`src/rtl/seg7_pkg.sv`:
```
// Shared constants for the 7-segment display path: hex font, segment bit
// positions and the inactive levels of the digit/segment lines.
package seg7_pkg;

  localparam int unsigned SEG_A  = 0;
  localparam int unsigned SEG_B  = 1;
  localparam int unsigned SEG_C  = 2;
  localparam int unsigned SEG_D  = 3;
  localparam int unsigned SEG_E  = 4;
  localparam int unsigned SEG_F  = 5;
  localparam int unsigned SEG_G  = 6;
  localparam int unsigned SEG_DP = 7;

  // Active-high glyphs, bit order g..a.
  localparam logic [6:0] FONT [16] = '{
    7'h3F, 7'h06, 7'h5B, 7'h4F, 7'h66, 7'h6D, 7'h7D, 7'h07,
    7'h7F, 7'h6F, 7'h77, 7'h7C, 7'h39, 7'h5E, 7'h79, 7'h71
  };

  function automatic logic [3:0] dig_off(input bit act_low);
    return act_low ? 4'hF : 4'h0;
  endfunction

  function automatic logic [7:0] seg_off(input bit act_low);
    return act_low ? 8'hFF : 8'h00;
  endfunction

endpackage

```
`src/rtl/seg7_scan_driver_if.sv`:
```
// Display bus: word/controls into the scan driver, multiplexed lines out.
interface seg7_scan_driver_if;
  logic [15:0] dsp;
  logic        en;
  logic [3:0]  dp_mask;
  logic [7:0]  seg;
  logic [3:0]  dig;
  logic        frame_done;

  modport master (output dsp, en, dp_mask, input seg, dig, frame_done);
  modport slave  (input dsp, en, dp_mask, output seg, dig, frame_done);
endinterface

```
`src/rtl/seg7_scan_driver_hex_to_seg7.sv`:
```
// Combinational nibble-to-glyph decoder, active-high segments a..g.
module hex_to_seg7
  import seg7_pkg::*;
(
  input  logic [3:0] hex_i,
  output logic [6:0] seg_o
);
  assign seg_o = FONT[hex_i];
endmodule

```
`src/rtl/seg7_scan_driver.sv`:
```
// 4-digit multiplexed 7-segment driver: per-slot prescaler, digit index,
// frame-boundary shadow of the display word and registered line outputs.
module seg7_scan_driver
  import seg7_pkg::*;
#(
  parameter int unsigned CLK_FREQ_HZ = 50_000_000,
  parameter int unsigned SCAN_HZ     = 1000,
  parameter int unsigned BLANK_CYC   = 500,
  parameter bit          SEG_ACT_LOW = 1'b1,
  parameter bit          DIG_ACT_LOW = 1'b1
) (
  input logic               clk,
  input logic               rst,
  seg7_scan_driver_if.slave bus
);

  localparam int unsigned DIV = CLK_FREQ_HZ / SCAN_HZ;
  localparam int unsigned CW  = (DIV > 1) ? $clog2(DIV) : 1;
  localparam logic [CW-1:0] CNT_MAX   = CW'(DIV - 1);
  localparam logic [CW-1:0] BLANK_CNT = CW'(BLANK_CYC);

  logic [CW-1:0] cnt_q, cnt_d;
  logic [1:0]    idx_q, idx_d;
  logic [15:0]   shadow_q, shadow_d;
  logic [3:0]    dig_q, dig_d;
  logic [7:0]    seg_q, seg_d;
  logic          frame_done_q, frame_done_d;

  logic          slot_end;
  logic          frame_end;
  logic          blank;
  logic [3:0]    nibble;
  logic [6:0]    glyph;
  logic [3:0]    dig_log;
  logic [7:0]    seg_log;

  hex_to_seg7 u_font (
    .hex_i (nibble),
    .seg_o (glyph)
  );

  always_comb begin
    slot_end     = (cnt_q == CNT_MAX);
    frame_end    = slot_end && (idx_q == 2'd3);
    cnt_d        = slot_end ? '0 : cnt_q + CW'(1);
    idx_d        = slot_end ? idx_q + 2'd1 : idx_q;
    // Shadow only moves at the frame boundary so a frame never mixes two words.
    shadow_d     = frame_end ? bus.dsp : shadow_q;
    frame_done_d = frame_end;

    nibble  = shadow_q[{idx_q, 2'b00} +: 4];
    blank   = !bus.en || (cnt_q < BLANK_CNT);
    dig_log = 4'h0;
    seg_log = 8'h00;
    if (!blank) begin
      dig_log         = 4'b0001 << idx_q;
      seg_log[6:0]    = glyph;
      seg_log[SEG_DP] = bus.dp_mask[idx_q];
    end
    dig_d = DIG_ACT_LOW ? ~dig_log : dig_log;
    seg_d = SEG_ACT_LOW ? ~seg_log : seg_log;
  end

  always_ff @(posedge clk or posedge rst) begin
    if (rst) begin
      cnt_q        <= '0;
      idx_q        <= 2'd0;
      shadow_q     <= 16'h0000;
      dig_q        <= dig_off(DIG_ACT_LOW);
      seg_q        <= seg_off(SEG_ACT_LOW);
      frame_done_q <= 1'b0;
    end else begin
      cnt_q        <= cnt_d;
      idx_q        <= idx_d;
      shadow_q     <= shadow_d;
      dig_q        <= dig_d;
      seg_q        <= seg_d;
      frame_done_q <= frame_done_d;
    end
  end

  assign bus.seg        = seg_q;
  assign bus.dig        = dig_q;
  assign bus.frame_done = frame_done_q;

endmodule

```
`src/flat_wrapper.sv`:
```
// flat-port wrapper written by rule: the top's interface ports become plain ports
module seg7_scan_driver_flat import seg7_pkg::*;
#(
  parameter int unsigned CLK_FREQ_HZ = 50_000_000,
  parameter int unsigned SCAN_HZ     = 1000,
  parameter int unsigned BLANK_CYC   = 500,
  parameter bit          SEG_ACT_LOW = 1'b1,
  parameter bit          DIG_ACT_LOW = 1'b1
)
  (clk, rst, bus_dsp, bus_en, bus_dp_mask, bus_seg, bus_dig, bus_frame_done);
  seg7_scan_driver_if bus_i ();
  input logic clk;
  input logic rst;
  input wire logic [$bits(bus_i.dsp)-1:0] bus_dsp;
  input wire logic [$bits(bus_i.en)-1:0] bus_en;
  input wire logic [$bits(bus_i.dp_mask)-1:0] bus_dp_mask;
  output wire logic [$bits(bus_i.seg)-1:0] bus_seg;
  output wire logic [$bits(bus_i.dig)-1:0] bus_dig;
  output wire logic [$bits(bus_i.frame_done)-1:0] bus_frame_done;
  assign bus_i.dsp = bus_dsp;
  assign bus_i.en = bus_en;
  assign bus_i.dp_mask = bus_dp_mask;
  assign bus_seg = bus_i.seg;
  assign bus_dig = bus_i.dig;
  assign bus_frame_done = bus_i.frame_done;
  seg7_scan_driver #(.CLK_FREQ_HZ(CLK_FREQ_HZ), .SCAN_HZ(SCAN_HZ), .BLANK_CYC(BLANK_CYC), .SEG_ACT_LOW(SEG_ACT_LOW), .DIG_ACT_LOW(DIG_ACT_LOW)) u_core (.clk(clk), .rst(rst), .bus(bus_i));
endmodule
```
`config.mk`:
```
export PLATFORM = sky130hd
export DESIGN_NAME = seg7_scan_driver_flat
export DESIGN_NICKNAME = d
export VERILOG_FILES = /design/src/rtl/seg7_pkg.sv /design/src/rtl/seg7_scan_driver_if.sv /design/src/rtl/seg7_scan_driver_hex_to_seg7.sv /design/src/rtl/seg7_scan_driver.sv /design/src/flat_wrapper.sv
export SDC_FILE = /design/constraint.sdc
export NUM_CORES = 1
export LEC_CHECK = 0
export ABC_AREA = 1
export CAP_MARGIN = 20
export CORE_MARGIN = 2
export CORE_UTILIZATION = 55
export DETAILED_ROUTE_END_ITERATION = 7
export DONT_BUFFER_PORTS = 1
export PLACE_DENSITY_LB_ADDON = 0.12
export SETUP_SLACK_MARGIN = 0.4
export SYNTH_ARGS = -nofsm -noshare
export SYNTH_HDL_FRONTEND = slang
export SYNTH_SLANG_ARGS = --single-unit
```
`constraint.sdc`:
```
create_clock -name clk -period 5.02 [get_ports clk]
set_clock_uncertainty 0.15 [all_clocks]
set_input_delay 1.004 -clock clk [delete_from_list [all_inputs] [get_ports clk]]
set_output_delay 1.004 -clock clk [all_outputs]
set_load 0.1 [all_outputs]
```
After elaboration in Yosys (flattened, before gate mapping)
Memory sizes are Yosys's and may differ from the RTL's.
Cells that the tools add are included.
Widths: inputs -> output; s select.
{"block": "word_totals", "n_memories": 1, "output_inout_bits": 13, "in_bits": 23, "word_cells": 29, "ff_bits": 47, "rom_bits": 112}
{"name": "(name not given)", "depth": 16, "width": 7, "rd": 1, "rd_ports_with_merged_regs": 0, "write_ports": 0, "line": "seg7_scan_driver_hex_to_seg7.sv:8", "source": "assign seg_o = FONT[hex_i];"}
{"block": "classes", "muxes": 7, "n_addsub": 2, "magnitude_cmp": 3, "shifts": 2, "n_bitwise": 3, "n_eq_ne": 2, "reduce_logical": 3}
{"op": "$add 16x1->16 const B", "n": 1}
{"op": "$eq 16x16->1 const B", "n": 1}
{"op": "$lt 16x9->1 const B", "n": 1}
{"op": "$mux 16", "n": 1}
{"op": "$shiftx 16x5->4", "n": 1}
{"op": "$mux 7", "n": 2}
{"op": "$mux 8", "n": 1}
{"op": "$not 8->8", "n": 1}
{"op": "$ge 5x5->1 const B", "n": 1}
{"op": "$not 4->5", "n": 1}
{"op": "$mux 4", "n": 1}
{"op": "$not 4->4", "n": 1}
{"op": "$shl 1x2->4 const A", "n": 1}
{"op": "$lt 2x3->1 const B", "n": 1}
{"op": "$add 2x1->2 const B", "n": 1}
{"op": "$bmux 1 s2", "n": 1}
{"op": "$eq 2x2->1 const B", "n": 1}
{"op": "$logic_and 1x1->1", "n": 1}
{"op": "$logic_not 1->1", "n": 1}
{"op": "$logic_or 1x1->1", "n": 1}
{"op": "$mux 1", "n": 1}

Depth between registers and ports, before layout
{"block": "logic_depth", "ltp_word": 7, "mapped_depth": 11, "depth_no_buf": 10}

Cells and area by module
From an unflattened synthesis, not the netlist that was laid out.
{"block": "hier_totals", "hier_cells": 323, "hier_area_um2": 2588.7}
{"mod": "seg7_scan_driver", "cells_each": 271, "seq_area_each_um2": 1191.1, "instances": 1, "area_each_um2": 2318.5}
{"mod": "hex_to_seg7", "cells_each": 52, "seq_area_each_um2": 0.0, "instances": 1, "area_each_um2": 270.3}

Worst setup path before layout
No wires, ideal clock.
{"block": "synth_timing", "path_kind": "register to output", "from": "register u_core.frame_done_q, in the netlist u_core.bus.frame_done", "to": "output bus_frame_done", "slack_ns": 2.983, "path_stages_with_launch": 1, "required_time_ns": 3.866, "t_arrival_ns": 0.883, "path_cell_list": "dfrtp_1"}
{"item": "start: declaration", "line": "seg7_scan_driver.sv:27", "source": "logic frame_done_q, frame_done_d;"}
{"item": "start signal: assignment", "line": "seg7_scan_driver.sv:78", "source": "frame_done_q <= frame_done_d;"}
{"item": "end: declaration", "line": "flat_wrapper.sv:19", "source": "output wire logic [$bits(bus_i.frame_done)-1:0] bus_frame_done;"}
No word-level cell between the ends.

Worst setup path after layout
{"block": "layout_timing", "from": "register u_core.frame_done_q, in the netlist u_core.bus.frame_done", "to": "output bus_frame_done"}
No word-level cell between the ends.

==> impl_metrics.py <==
metrics = {
    "status": {
        "status": "finished clean",
    },
    "logic_synthesis": {
        "synth_seq_cells": 47,
        "synthDistinctLibCells": 29,
        "async_flop_share_pct": 100,
        "ys_seq_area_share_pct": 47.4,
        "yosys_warnings": 0,
        "synth_fp_nets": 347,
        "synth_top_area_share_pct": 34.9,
        "synth-main-ff-cell": "dfrtp_1",
        "synth.largest_area_cell": "dfrtp_1",
        "syn-cell-area_sq_um": 2510,
        "synth_enable_flop_cells": 0,
        "ys_top_cells_by_area": "dfrtp_1, nand2_1, dfstp_2, nand3_1, ha_1",
        "syn_avg_cell_area_sq_um": 8.02,
        "synthTopCellsByCount": "nand2_1, dfrtp_1, nand3_1, nor2_1, inv_1",
        "yosysMostFrequentCell": "nand2_1",
        "syn_inst": 313,
    },
    "clock_network": {
        "cts_buffers": 5,
        "cts_root_buffer": "clkbuf_8",
        "clk_latency_ps": 290,
        "clk_pin_slew_ps": 80,
        "cts.repair.resized": 0,
        "htreeDepth": 2,
        "cts_tree": "yes",
        "ctsHoldBuffers": 0,
        "cts_num_sinks": 47,
        "post_cts_buffers": 0,
        "cts_buffer_depth": 2,
    },
    "floorplan": {
        "pin_count": 36,
        "die_width_um": 71.6,
        "core_sq_um": 4380,
        "start_util_pct": 57.3,
        "die_y_um": 71.6,
        "dieArea_sq_um": 5120,
        "rows": 24,
    },
    "final_layout": {
        "fill_cells": 405,
        "diodes": 0,
        "syn2layout_area_growth_pct": 5.58,
        "nets": 351,
        "drive_gt1_share_pct": 15.4,
        "fin_area_sq_um": 2650,
    },
    "power": {
        "pwr_density_cell_nw_per_um2": 233,
        "switching_power_mw": 0.127,
        "p_total_mw": 0.619,
        "p_comb_share_pct": 1.5,
        "peakVddDrop_v": 0.000117,
        "leakagePower_nw": 1.28,
        "pwr-share-clk_pct": 37.3,
        "power_frac_seq_pct": 61.2,
        "p_int_mw": 0.491,
        "netSwitchingFraction_pct": 20.6,
    },
    "worst_setup_path": {
        "r2r_setup_slack_ps": 2900,
        "rr_startpoint": "u_core.idx_q[0]",
        "critPathKind": "flip-flop to output pin",
        "rr_worst_depth": 9,
        "cp-start-kind": "flip-flop",
        "worstPathArrival_ps": 1220,
        "cp.required_ps": 3870,
        "worst-path-max-fanout": 1,
        "cp-end-kind": "output pin",
        "r2r-end": "u_core.bus.seg[3]",
    },
    "placed_design": {
        "hpwl_um": 3490,
        "gp_congestion": 0.897,
        "place_area_sq_um": 2540,
        "numPortBuffers": 0,
    },
    "run": {
        "drv_cap": 0,
    },
    "global_route": {
        "gr-total-overflow": 0,
        "antenna_found_initial": 0,
        "grt_util_all_layers_pct": 20.1,
        "grt_pass1_wl_um": 8090,
        "grt_pass1_vias": 1719,
        "grt_max_degree": 48,
    },
    "detailed_routing": {
        "viasPerCell": 5.21,
        "routedWlPerCell_um": 12.9,
        "dr.first_iter.drc_count": 138,
        "postRouteWirelength_um": 4780,
        "antenna_left": 0,
        "dr.pass1.iters": 4,
        "drc_errors": 0,
        "num_vias": 1928,
    },
    "timing": {
        "fmax_mhz": 421,
        "hold_viol": 0,
        "worstMarginPinSlew_ps": 873,
        "whs_ps": 321,
        "fin_crit_sh_pct": 47.3,
        "rsz0062_at_grt": "false",
        "drv_slew": 0,
        "post-route-min-period_ps": 2370,
        "fin_tns_setup_ps": 0,
        "relSlewSlack_pct": 41.8,
        "setup_viol": 0,
    },
    "worst_hold_path": {
        "hold_path.class": "flip-flop to flip-flop",
        "whs_endpoint": "u_core.cnt_q[0]",
        "hold-path-cell-count": 1,
        "hp-start": "u_core.cnt_q[0]",
    },
}
layout by cell type, fill, tap and decap left out:
cell type and count:
nand2_1 106, dfrtp_1 35, nand3_1 34, nor2_1 28, inv_1 25, nand2_2 14
dfstp_2 12, ha_1 11, o21ai_0 8, clkbuf_8 6, a21oi_1 5, inv_2 5
xor2_1 4, nor2_2 3, nand3b_1 3, clkinv_2 2, nor2_4 2, nand3_2 2
nand4_1 1, nand3_4 1, inv_6 1, nor3b_1 1, o21bai_1 1, xnor2_1 1
nor3_1 1, o21a_1 1, o21ai_1 1, o22ai_1 1, clkbuf_1 1, clkinv_1 1
buf_12 1
state kept, by name (all words and copies together) (netlist names):
| signal | flops |
|---|---|
| u_core.shadow_q | 16 |
| u_core.bus.seg | 8 |
| u_core.bus.dig | 4 |
| u_core.bus.frame_done | 1 |
| u_core.cnt_q | 16 |
| u_core.idx_q | 2 |
layout make-up:
cell class | count | area (sq um) | area share, %
clock buffers | 7 | 86.3 | 3.26
clock inverters | 1 | 3.75 | 0.142
inverters | 33 | 131 | 4.96
multi-input cells | 229 | 1150 | 43.5
flip-flops and latches | 47 | 1190 | 44.9
well taps | 52 | 65.1 | 2.45
repair buffers | 1 | 20.0 | 0.755
per-layer routing:
metal / global-route usage, % / vias to the layer above / part of all wire (%)
li1: - / 983 / -
met3: 5.49 / 5 / 4.6
met5: 0 / - / 0
met2: 28.6 / 48 / 42
met4: 5.03 / 0 / 1.0
met1: 30.5 / 892 / 52
metrics by stage:
stage / setup WS [ps] / instances / utilization (%)
finish: 2650 / 370 / 60.5
global placement: 2970 / 361 / 58.0
detailed placement: 2940 / 361 / 58.0
floorplan: 2770 / 313 / -
CTS: 2640 / 369 / 60.0
global route: 2620 / 370 / 60.5
how the worst max path moves through the flow:
stage / startpoint / end / slack (ps) / depth (start not counted)
2_1_floorplan: rst / u_core.bus.frame_done / 2770 / 1
3_3_place_gp: u_core.bus.frame_done / bus_frame_done / 2970 / 0
3_5_place_dp: u_core.idx_q[0] / u_core.bus.seg[3] / 2940 / 9
4_1_cts: u_core.bus.frame_done / bus_frame_done / 2640 / 0
5_1_grt: u_core.bus.frame_done / bus_frame_done / 2620 / 0
6_report: u_core.bus.frame_done / bus_frame_done / 2650 / 0
kinds of logic (layout without fill, tap and decap cells):
kind of cell / Yosys count / after routing / share of synthesized area (%)
AND/OR/NAND/NOR: 196 / 196 / 35.1
flip-flops: 47 / 47 / 47.4
buffers and inverters: 37 / 42 / 6.63
XOR/XNOR: 5 / 5 / 1.74
adder cells (fa/ha/maj): 11 / 11 / 5.48
AO/OA/AOI/OAI: 17 / 17 / 3.64
power by group through the flow:
stage               logic (mW)  registers (mW)  clock network [mW]
global route            0.0112           0.379               0.254
floorplan              0.00587           0.386                   0
global placement       0.00802           0.386                   0
detailed placement     0.00807           0.386                   0
CTS                    0.00806           0.379               0.237
finish                 0.00926           0.379               0.231
(Power assumes the default switching activity.)
